`config.mk`:
```
export PLATFORM = sky130hd
export DESIGN_NAME = pipeline_hazard_ctrl
export DESIGN_NICKNAME = d
export VERILOG_FILES = /design/src/rtl/pipeline_hazard_ctrl_pkg.sv /design/src/rtl/pipeline_hazard_ctrl_fwd.sv /design/src/rtl/pipeline_hazard_ctrl.sv
export SDC_FILE = /design/constraint.sdc
export NUM_CORES = 1
export LEC_CHECK = 0
export ABC_AREA = 1
export BUFFER_PORTS_ARGS = -buffer_cell sky130_fd_sc_hd__buf_2
export CORE_ASPECT_RATIO = 1.25
export CORE_MARGIN = 2
export CORE_UTILIZATION = 50
export CTS_BUF_LIST = sky130_fd_sc_hd__clkbuf_4 sky130_fd_sc_hd__clkbuf_8
export DETAILED_ROUTE_END_ITERATION = 12
export PLACE_DENSITY = 0.78
export SETUP_SLACK_MARGIN = 0.4
export SLEW_MARGIN = 0
export SYNTH_ARGS = -nofsm -noshare
export SYNTH_HDL_FRONTEND = slang
export SYNTH_SLANG_ARGS = --single-unit
```
`constraint.sdc`:
```
create_clock -name Clock -period 1.5 [get_ports Clock]
set_input_delay 0.075 -clock Clock [delete_from_list [all_inputs] [get_ports Clock]]
set_output_delay 0.075 -clock Clock [all_outputs]
set_load 0.01 [all_outputs]
```
`src/rtl/pipeline_hazard_ctrl_pkg.sv`:
```
// Shared CPU pipeline definitions: hazard-controller state encoding and
// operand-forwarding select codes.
package pipeline_hazard_ctrl_pkg;

  typedef enum logic [1:0] {
    ST_RUN      = 2'b00,
    ST_MUL_WAIT = 2'b01,
    ST_FLUSH    = 2'b10
  } hz_state_e;

  localparam logic [1:0] FWD_RF  = 2'b00;
  localparam logic [1:0] FWD_EX  = 2'b01;
  localparam logic [1:0] FWD_MEM = 2'b10;

  // Width of the multicycle-wait and flush counters (MulLatency up to 15)
  localparam int CntBits = 4;

endpackage

```
`src/rtl/pipeline_hazard_ctrl_fwd.sv`:
```
// Operand forwarding select for one source operand. EX result beats MEM result;
// loads in EX cannot forward (their data is not ready yet). Index 0 never forwards.
module pipeline_fwd_unit
  import pipeline_hazard_ctrl_pkg::*;
#(
  parameter int NrOfRegBits = 5
) (
  input  logic [NrOfRegBits-1:0] i_rs,
  input  logic [NrOfRegBits-1:0] i_ex_rd,
  input  logic                   i_ex_reg_write,
  input  logic                   i_ex_mem_read,
  input  logic [NrOfRegBits-1:0] i_mem_rd,
  input  logic                   i_mem_reg_write,
  output logic [1:0]             o_sel
);

  logic [1:0] w_sel;

  // Priority select of the newest available producer of i_rs
  always_comb begin
    w_sel = FWD_RF;
    if (i_rs == {NrOfRegBits{1'b0}}) begin
      w_sel = FWD_RF;
    end else if (i_ex_reg_write && !i_ex_mem_read && (i_ex_rd == i_rs)) begin
      w_sel = FWD_EX;
    end else if (i_mem_reg_write && (i_mem_rd == i_rs)) begin
      w_sel = FWD_MEM;
    end else begin
      w_sel = FWD_RF;
    end
  end

  assign o_sel = w_sel;

endmodule

```
`src/rtl/pipeline_hazard_ctrl.sv`:
```
// Pipeline hazard controller: load-use stall, multicycle hold in ID, branch flush,
// operand forwarding selects and a saturating stall counter.
module pipeline_hazard_ctrl
  import pipeline_hazard_ctrl_pkg::*;
#(
  parameter int NrOfRegBits = 5,
  parameter int MulLatency  = 4,
  parameter int FlushCycles = 1
) (
  input  logic                   Clock,
  input  logic                   Reset,
  input  logic                   Tick,
  input  logic [NrOfRegBits-1:0] ID_Rs1,
  input  logic [NrOfRegBits-1:0] ID_Rs2,
  input  logic                   ID_MulDiv,
  input  logic [NrOfRegBits-1:0] EX_Rd,
  input  logic                   EX_RegWrite,
  input  logic                   EX_MemRead,
  input  logic [NrOfRegBits-1:0] MEM_Rd,
  input  logic                   MEM_RegWrite,
  input  logic                   BranchTaken,
  output logic                   PC_En,
  output logic                   IFID_En,
  output logic                   IDEX_En,
  output logic                   IFID_Flush,
  output logic                   IDEX_Flush,
  output logic [1:0]             FwdA,
  output logic [1:0]             FwdB,
  output logic                   Busy,
  output logic [15:0]            StallCount
);

  // The RUN entry cycle already holds ID, so MUL_WAIT covers the remaining
  // MulLatency-1 hold cycles; FLUSH lasts FlushCycles Tick cycles.
  localparam logic [CntBits-1:0] MulInit   = CntBits'(MulLatency - 1);
  localparam logic [CntBits-1:0] FlushInit = CntBits'(FlushCycles - 1);

  hz_state_e          r_state;
  logic [CntBits-1:0] r_wait_cnt;
  logic [CntBits-1:0] r_flush_cnt;
  logic               r_mul_done;
  logic [15:0]        r_stall_cnt;

  logic w_load_use;
  logic w_pc_en, w_ifid_en, w_idex_en, w_ifid_flush, w_idex_flush;

  pipeline_fwd_unit #(.NrOfRegBits(NrOfRegBits)) u_fwd_a (
    .i_rs(ID_Rs1), .i_ex_rd(EX_Rd), .i_ex_reg_write(EX_RegWrite),
    .i_ex_mem_read(EX_MemRead), .i_mem_rd(MEM_Rd), .i_mem_reg_write(MEM_RegWrite),
    .o_sel(FwdA)
  );

  pipeline_fwd_unit #(.NrOfRegBits(NrOfRegBits)) u_fwd_b (
    .i_rs(ID_Rs2), .i_ex_rd(EX_Rd), .i_ex_reg_write(EX_RegWrite),
    .i_ex_mem_read(EX_MemRead), .i_mem_rd(MEM_Rd), .i_mem_reg_write(MEM_RegWrite),
    .o_sel(FwdB)
  );

  assign w_load_use = EX_MemRead && (EX_Rd != {NrOfRegBits{1'b0}}) &&
                      ((EX_Rd == ID_Rs1) || (EX_Rd == ID_Rs2));

  // Enable/flush decode of the current state and this cycle's hazard events
  always_comb begin
    w_pc_en      = 1'b0;
    w_ifid_en    = 1'b0;
    w_idex_en    = 1'b0;
    w_ifid_flush = 1'b0;
    w_idex_flush = 1'b0;
    if (Tick) begin
      case (r_state)
        ST_RUN: begin
          if (BranchTaken) begin
            {w_pc_en, w_ifid_en, w_idex_en} = 3'b111;
            {w_ifid_flush, w_idex_flush}    = 2'b11;
          end else if (w_load_use) begin
            w_idex_en    = 1'b1;
            w_idex_flush = 1'b1;
          end else if (ID_MulDiv && !r_mul_done) begin
            {w_pc_en, w_ifid_en, w_idex_en} = 3'b000;
          end else begin
            {w_pc_en, w_ifid_en, w_idex_en} = 3'b111;
          end
        end
        ST_MUL_WAIT: begin
          if (BranchTaken) begin
            {w_pc_en, w_ifid_en, w_idex_en} = 3'b111;
            {w_ifid_flush, w_idex_flush}    = 2'b11;
          end else begin
            {w_pc_en, w_ifid_en, w_idex_en} = 3'b000;
          end
        end
        ST_FLUSH: begin
          {w_pc_en, w_ifid_en, w_idex_en} = 3'b111;
          {w_ifid_flush, w_idex_flush}    = 2'b11;
        end
        default: begin
          {w_pc_en, w_ifid_en, w_idex_en} = 3'b000;
        end
      endcase
    end else begin
      {w_pc_en, w_ifid_en, w_idex_en} = 3'b000;
    end
  end

  // Controller state, hold/flush counters and the one-shot multicycle release flag
  always_ff @(posedge Clock or posedge Reset) begin
    if (Reset) begin
      r_state     <= ST_RUN;
      r_wait_cnt  <= {CntBits{1'b0}};
      r_flush_cnt <= {CntBits{1'b0}};
      r_mul_done  <= 1'b0;
    end else if (Tick) begin
      case (r_state)
        ST_RUN: begin
          r_mul_done <= 1'b0;
          if (BranchTaken) begin
            r_state     <= ST_FLUSH;
            r_flush_cnt <= FlushInit;
          end else if (!w_load_use && ID_MulDiv && !r_mul_done) begin
            r_state    <= ST_MUL_WAIT;
            r_wait_cnt <= MulInit;
          end
        end
        ST_MUL_WAIT: begin
          if (BranchTaken) begin
            r_state     <= ST_FLUSH;
            r_flush_cnt <= FlushInit;
            r_wait_cnt  <= {CntBits{1'b0}};
            r_mul_done  <= 1'b0;
          end else if (r_wait_cnt <= 4'd1) begin
            r_state    <= ST_RUN;
            r_wait_cnt <= {CntBits{1'b0}};
            r_mul_done <= 1'b1;
          end else begin
            r_wait_cnt <= r_wait_cnt - 4'd1;
          end
        end
        ST_FLUSH: begin
          if (r_flush_cnt == 4'd0) begin
            r_state <= ST_RUN;
          end else begin
            r_flush_cnt <= r_flush_cnt - 4'd1;
          end
        end
        default: begin
          r_state <= ST_RUN;
        end
      endcase
    end
  end

  // Saturating count of Tick cycles in which the PC was held
  always_ff @(posedge Clock or posedge Reset) begin
    if (Reset) begin
      r_stall_cnt <= 16'd0;
    end else if (Tick && !w_pc_en && (r_stall_cnt != 16'hFFFF)) begin
      r_stall_cnt <= r_stall_cnt + 16'd1;
    end
  end

  assign PC_En      = w_pc_en;
  assign IFID_En    = w_ifid_en;
  assign IDEX_En    = w_idex_en;
  assign IFID_Flush = w_ifid_flush;
  assign IDEX_Flush = w_idex_flush;
  assign Busy       = (r_state != ST_RUN);
  assign StallCount = r_stall_cnt;

endmodule

```
=== Word-level counts from Yosys, hierarchy flattened ===
Cells that the tools add are included.

* Shift-type cells: 0
* Reduce and logical (&&, ||, !) cells: 30
* Bitwise logic cells: 0
* Order comparisons: 1
* Divide/modulo/power cells: 0
* Multiplexer cells: 39
* $add $sub $neg: 3
* Multipliers: 0
* Equal/unequal tests: 14

{| class="wikitable"
|+ Operators with widths
! operator !! number
|-
| $mux W4 || 6
|-
| $mux W2 || 11
|-
| $eq A5 B5 Y1 || 4
|-
| $add A16 B1 Y16 const B || 1
|-
| $ne A16 B16 Y1 const B || 1
|-
| $pmux W4 S2 || 2
|-
| $mux W1 || 14
|-
| $logic_and A1 B1 Y1 || 12
|-
| $reduce_and A4 Y1 || 3
|-
| $logic_not A5 Y1 || 2
|-
| $pmux W1 S3 || 3
|-
| $ne A2 B2 Y1 const B || 4
|-
| $sub A4 B1 Y4 const B || 2
|-
| $ne A3 B3 Y1 const B || 2
|-
| $pmux W2 S3 || 1
|-
| $reduce_bool A2 Y1 || 3
|-
| $reduce_bool A5 Y1 || 1
|-
| $le A4 B1 Y1 const B || 1
|-
| $logic_not A1 Y1 || 4
|-
| $logic_not A4 Y1 || 1
|-
| $pmux W1 S2 || 2
|-
| $reduce_and A3 Y1 || 1
|-
| $eq A2 B1 Y1 const B || 1
|-
| $eq A2 B2 Y1 const B || 1
|-
| 4 further kinds || 4
|}

* Bits in writable memories: 0
* Bits of input ports: 28
* Memories: 0
* Word-level logic and storage cells: 92
* Bits in latches: 0
* ROM bits: 0
* Bits in registers: 27
* Output and inout bits: 26

=== Logic depth before layout (Yosys ltp) ===
* Depth after elaboration: 10
* Depth in mapped cells: 12
* Gate-level depth less buffers: 12

=== Hierarchy ===
A second synthesis with hierarchy kept.

* Cells, all modules: 419
* Area, all modules: 2499.9 µm²

{| class="wikitable"
|+ Modules (own cells, without submodules)
! module !! cells each !! area each (µm²) !! times used !! sequential area each (µm²)
|-
| pipeline_hazard_ctrl || 277 || 1944.4 || 1 || 675.6
|-
| pipeline_fwd_unit || 71 || 277.8 || 2 || 0.0
|}

=== Worst setup path before layout ===
Ideal clock, no wire load.

* Kind: reg-to-reg
* From: register r_stall_cnt[0] (netlist: StallCount[0])
* To: register r_stall_cnt[8] (netlist: StallCount[8])
* Arrival time: 1490 ps
* Cell stages (with the launch flop): 11
* Data required time: 1382 ps
* Library setup time: 118 ps
* Buffers on the path: 1
* Setup slack: -109 ps
* Period minus slack after synthesis: 1609 ps
* Path through: dfrtp_1 -> ha_1 -> nand3_1 -> inv_1 -> nand2_2 -> nor2_4 -> nand3_4 -> nand4_4 -> buf_6 -> nand2_1 -> nand2_1

* Cells in the longest elaborated chain, start to end: 2
* Elaborated cells on any way between the ends: 3
* Those cells by class: add/sub (1); eq/ne (1); reduce/logical (1)

{| class="wikitable"
|+ RTL lines
! element !! RTL line !! text
|-
| from (decl) || pipeline_hazard_ctrl.sv:42 || <nowiki>logic [15:0] r_stall_cnt;</nowiki>
|-
| from (signal assigned) || pipeline_hazard_ctrl.sv:157 || <nowiki>r_stall_cnt <= r_stall_cnt + 16'd1;</nowiki>
|-
| parallel branches: the longest is 2 deep, another holds $add A16 B1 Y16 || - ||
|}

Parallel ways; which one is timed is not known.
A chain may end at the register's enable or synchronous reset.

=== Worst setup path in the final report ===
* From: register r_state[1]
* To: register r_stall_cnt[15] (netlist: StallCount[15])

* Cells in the longest elaborated chain, start to end: 6
* Elaborated cells on any way between the ends: 8
* Those cells by class: eq/ne (2); mux (2); reduce/logical (4)

{| class="wikitable"
|+ RTL lines
! element !! RTL line !! text
|-
| from (decl) || pipeline_hazard_ctrl.sv:38 || <nowiki>hz_state_e r_state;</nowiki>
|-
| from (signal assigned) || pipeline_hazard_ctrl.sv:108 || <nowiki>r_state <= ST_RUN;</nowiki>
|-
| from (signal assigned) || pipeline_hazard_ctrl.sv:117 || <nowiki>r_state <= ST_FLUSH;</nowiki>
|-
| from (signal assigned) || pipeline_hazard_ctrl.sv:120 || <nowiki>r_state <= ST_MUL_WAIT;</nowiki>
|-
| $eq A2 B2 Y1, or another cell as far along || pipeline_hazard_ctrl.sv:70 || <nowiki>case (r_state)</nowiki>
|-
| $pmux W1 S3 (*) || pipeline_hazard_ctrl.sv:70 ||
|-
| $mux W1 (*) || pipeline_hazard_ctrl.sv:69 || <nowiki>if (Tick) begin</nowiki>
|-
| $logic_not A1 Y1 (*) || pipeline_hazard_ctrl.sv:156 || <nowiki>end else if (Tick && !w_pc_en && (r_stall_cnt != 16'hFFFF)) begin</nowiki>
|-
| $logic_and A1 B1 Y1 (*) (2 in a row) || pipeline_hazard_ctrl.sv:156 ||
|}

Every way passes the cells marked *; elsewhere a longest branch is shown, timed or not.

==> out/metrics.yaml <==
floorplan:
  num_rows: 26
  core-area_sq_mm: 0.00407
  dieArea_sq_mm: 0.00477
  die_h_um: 76.7
  io_pins: 54
  start_util: 0.520
  dieWidth_um: 62.2
cts:
  h-tree-depth: 1
  cts_buffers: 3
  cts_root_buf: "clkbuf_8"
  cts.clk_slew.worst_paths_ps: 100
  clock_latency_ps: 280
  cts_sinks: 27
  cts_tree: "built"
  clock_path_buffers: 2
power:
  leakage_nw: 1.74
  powerDensity_mw_per_mm2: 1320
  peakVddDrop_mv: 0.700
  p_total_mw: 4.64
route:
  drtPass1Iterations: 5
  totalWireLength_mm: 8.42
  drt-wirelength-per-cell_um: 18.3
  post-route-drc-count: 0
  vias_per_cell: 5.80
  ant_nets: 0
  drt_iter0_markers: 255
  vias: 2667
grt:
  grt_pass1_vias: 2494
  grt_max_degree: 28
  grt_first_pass_wirelength_mm: 11.1
  grt_use_total: 0.285
  antenna_found_initial: 0
  grt_overflow: 0
finish:
  layout_common_cells: "nand2_1, buf_4, buf_2"
  nFillCells: 210
  areaGrowthSynthToFinish_pct: 65.7
  final_nets: 437
  final_common_cell: "nand2_1"
  final_core_util: 0.862
  drive_gt1_frac: 0.547
  diodes: 0
  final-instance-count-excl-fill: 460
critical_path:
  crit_arrival_ps: 1870
  start_kind: "register"
  worst_setup_path_end_kind: "register"
  critPathKind: "reg2reg"
  critPathRequiredTime_ps: 1720
  path_max_fanout: 16
hold_path:
  min_path_type: "in2reg"
yosys:
  synth_seq_cells: 27
  syn_inst: 303
  ys_seq_area_frac: 0.320
  synthesis.nets: 335
  synth_area_sq_mm: 0.00211
  yosysUniqueCellTypes: 33
  avgSynthCellArea_sq_um: 6.98
  yosys_warnings: 0
sta:
  fmax_mhz: 606
  rsz0062_at_grt: "true"
  timing.final.ws_setup_ps: -150
  hold_violations: 0
  worst_clock_skew_ps: 2.89
  drv_slew: 0
  worst_slew_pin_slew_ps: 408
  holdWs_ps: 84.3
  min_period_ps: 1650
  relSlewSlack: 0.725
  post-route-period-util: 1.10
  final-setup-viol-count: 22
place:
  placement.io_buffers: 53
  dp_slack_ps: -67.7
  place_congestion: 0.852
  dpl.cell_count: 435
  place_hpwl_mm: 4.39
run:
  cap_violations: 0
outcome:
  status: "finished with violations"
  violations: "setup timing"
-- critical path: stages, from the launching register on --
cell and delay [ps]:
dfrtp_2 490, inv_2 100, nor2_4 40, nor2_4 140, inv_2 60, a21oi_4 130, buf_12 120, buf_4 200
nand4_1 160, nand2_1 130
-- sequential cells by signal, summed over array words and instances, names as in the netlist --
| signal | cells |
|---|---|
| r_mul_done | 1 |
| r_flush_cnt | 4 |
| StallCount | 16 |
| r_state | 2 |
| r_wait_cnt | 4 |
-- where the power goes --
part	switching (mW)	internal [mW]	total [mW]
Combinational	1.68	1.36	3.04
Sequential	0.236	0.905	1.14
Clock	0.248	0.209	0.457
-- repair_timing --
item                       CTS  global route
gates resized for setup     50           104
pin swaps                   22            36
setup endpoints to repair   37            37
hold buffers                 1             0
hold endpoints to repair    27             0
buffers inserted            11             8
gates cloned                 1             0
-- synthesized netlist by cell type --
master    number  area (sq um)
buf_6          1          11.3
nor3_2         1          10.0
ha_1           4          50.1
and2_1         1          6.26
nand2_2        2          12.5
nor2_1        24          90.1
nor2_2         2          12.5
nand3_1       14          70.1
nor4_1         2          12.5
a31oi_1        1          6.26
xnor2_1        7          61.3
o311a_1        1          10.0
nand4_4        1          21.3
nand3b_1       1          7.51
dfrtp_1       27           676
nor2_4         2          22.5
a211oi_1       2          15.0
nand4_1       20           125
buf_4          2          15.0
a21oi_1        6          30.0
o31ai_1        2          15.0
o21ai_0       13          65.1
inv_2          4          15.0
o221ai_1       1          8.76
xor2_1        17           149
a21oi_4        1          16.3
inv_1         43           161
nor4_2         1          12.5
buf_2          3          15.0
nand3_4        1          17.5
nor3_1         9          45.0
nand2_1       86           323
o22ai_1        1          6.26
-- metrics by stage --
stage | area (sq um) | setup TNS, ps
floorplan | 2200 | -774
global placement | 2740 | -0.0104
detailed placement | 2740 | -360
CTS | 3070 | -325
global route | 3500 | -4370
finish | 3500 | -2430
-- cells by family after synthesis --
logic type,after synthesis,synth area share
flip-flops,27,0.320
AO/OA/AOI/OAI,28,0.0817
adder cells (fa/ha/maj),4,0.0237
AND/OR/NAND/NOR,167,0.373
XOR/XNOR,24,0.0994
buffers and inverters,53,0.103
-- layer usage --
metal,routed length [um],track usage,share of wire,vias up
met1,2900,0.312,0.34,1273
li1,-,-,-,1192
met2,4590,0.542,0.54,161
met5,0,0,0,-
met4,455,0.124,0.054,0
met3,474,0.0411,0.056,41
-- final timing paths --
path | start | end | slack, ps | cells after the start
setup / recovery | r_state[1] | StallCount[15] | -150 | 9
hold / removal | BranchTaken | r_mul_done | 80 | 2
setup reg to reg | r_state[1] | StallCount[15] | -150 | 9
hold reg to reg | r_mul_done | r_mul_done | 540 | 2
max in group asynchronous | Reset | r_wait_cnt[0] | 810 | 4
min in group asynchronous | Reset | r_flush_cnt[0] | 390 | 4
-- area by class of cell --
class                   instances  area (sq um)  area share
multi-input cells             224          1680       0.479
clock buffers                   4          48.8      0.0139
well taps                      56          70.1      0.0200
repair buffers                102           838       0.239
flip-flops and latches         27           679       0.194
inverters                      47           189      0.0539
Note: power is estimated with default switching activity, not from simulation.
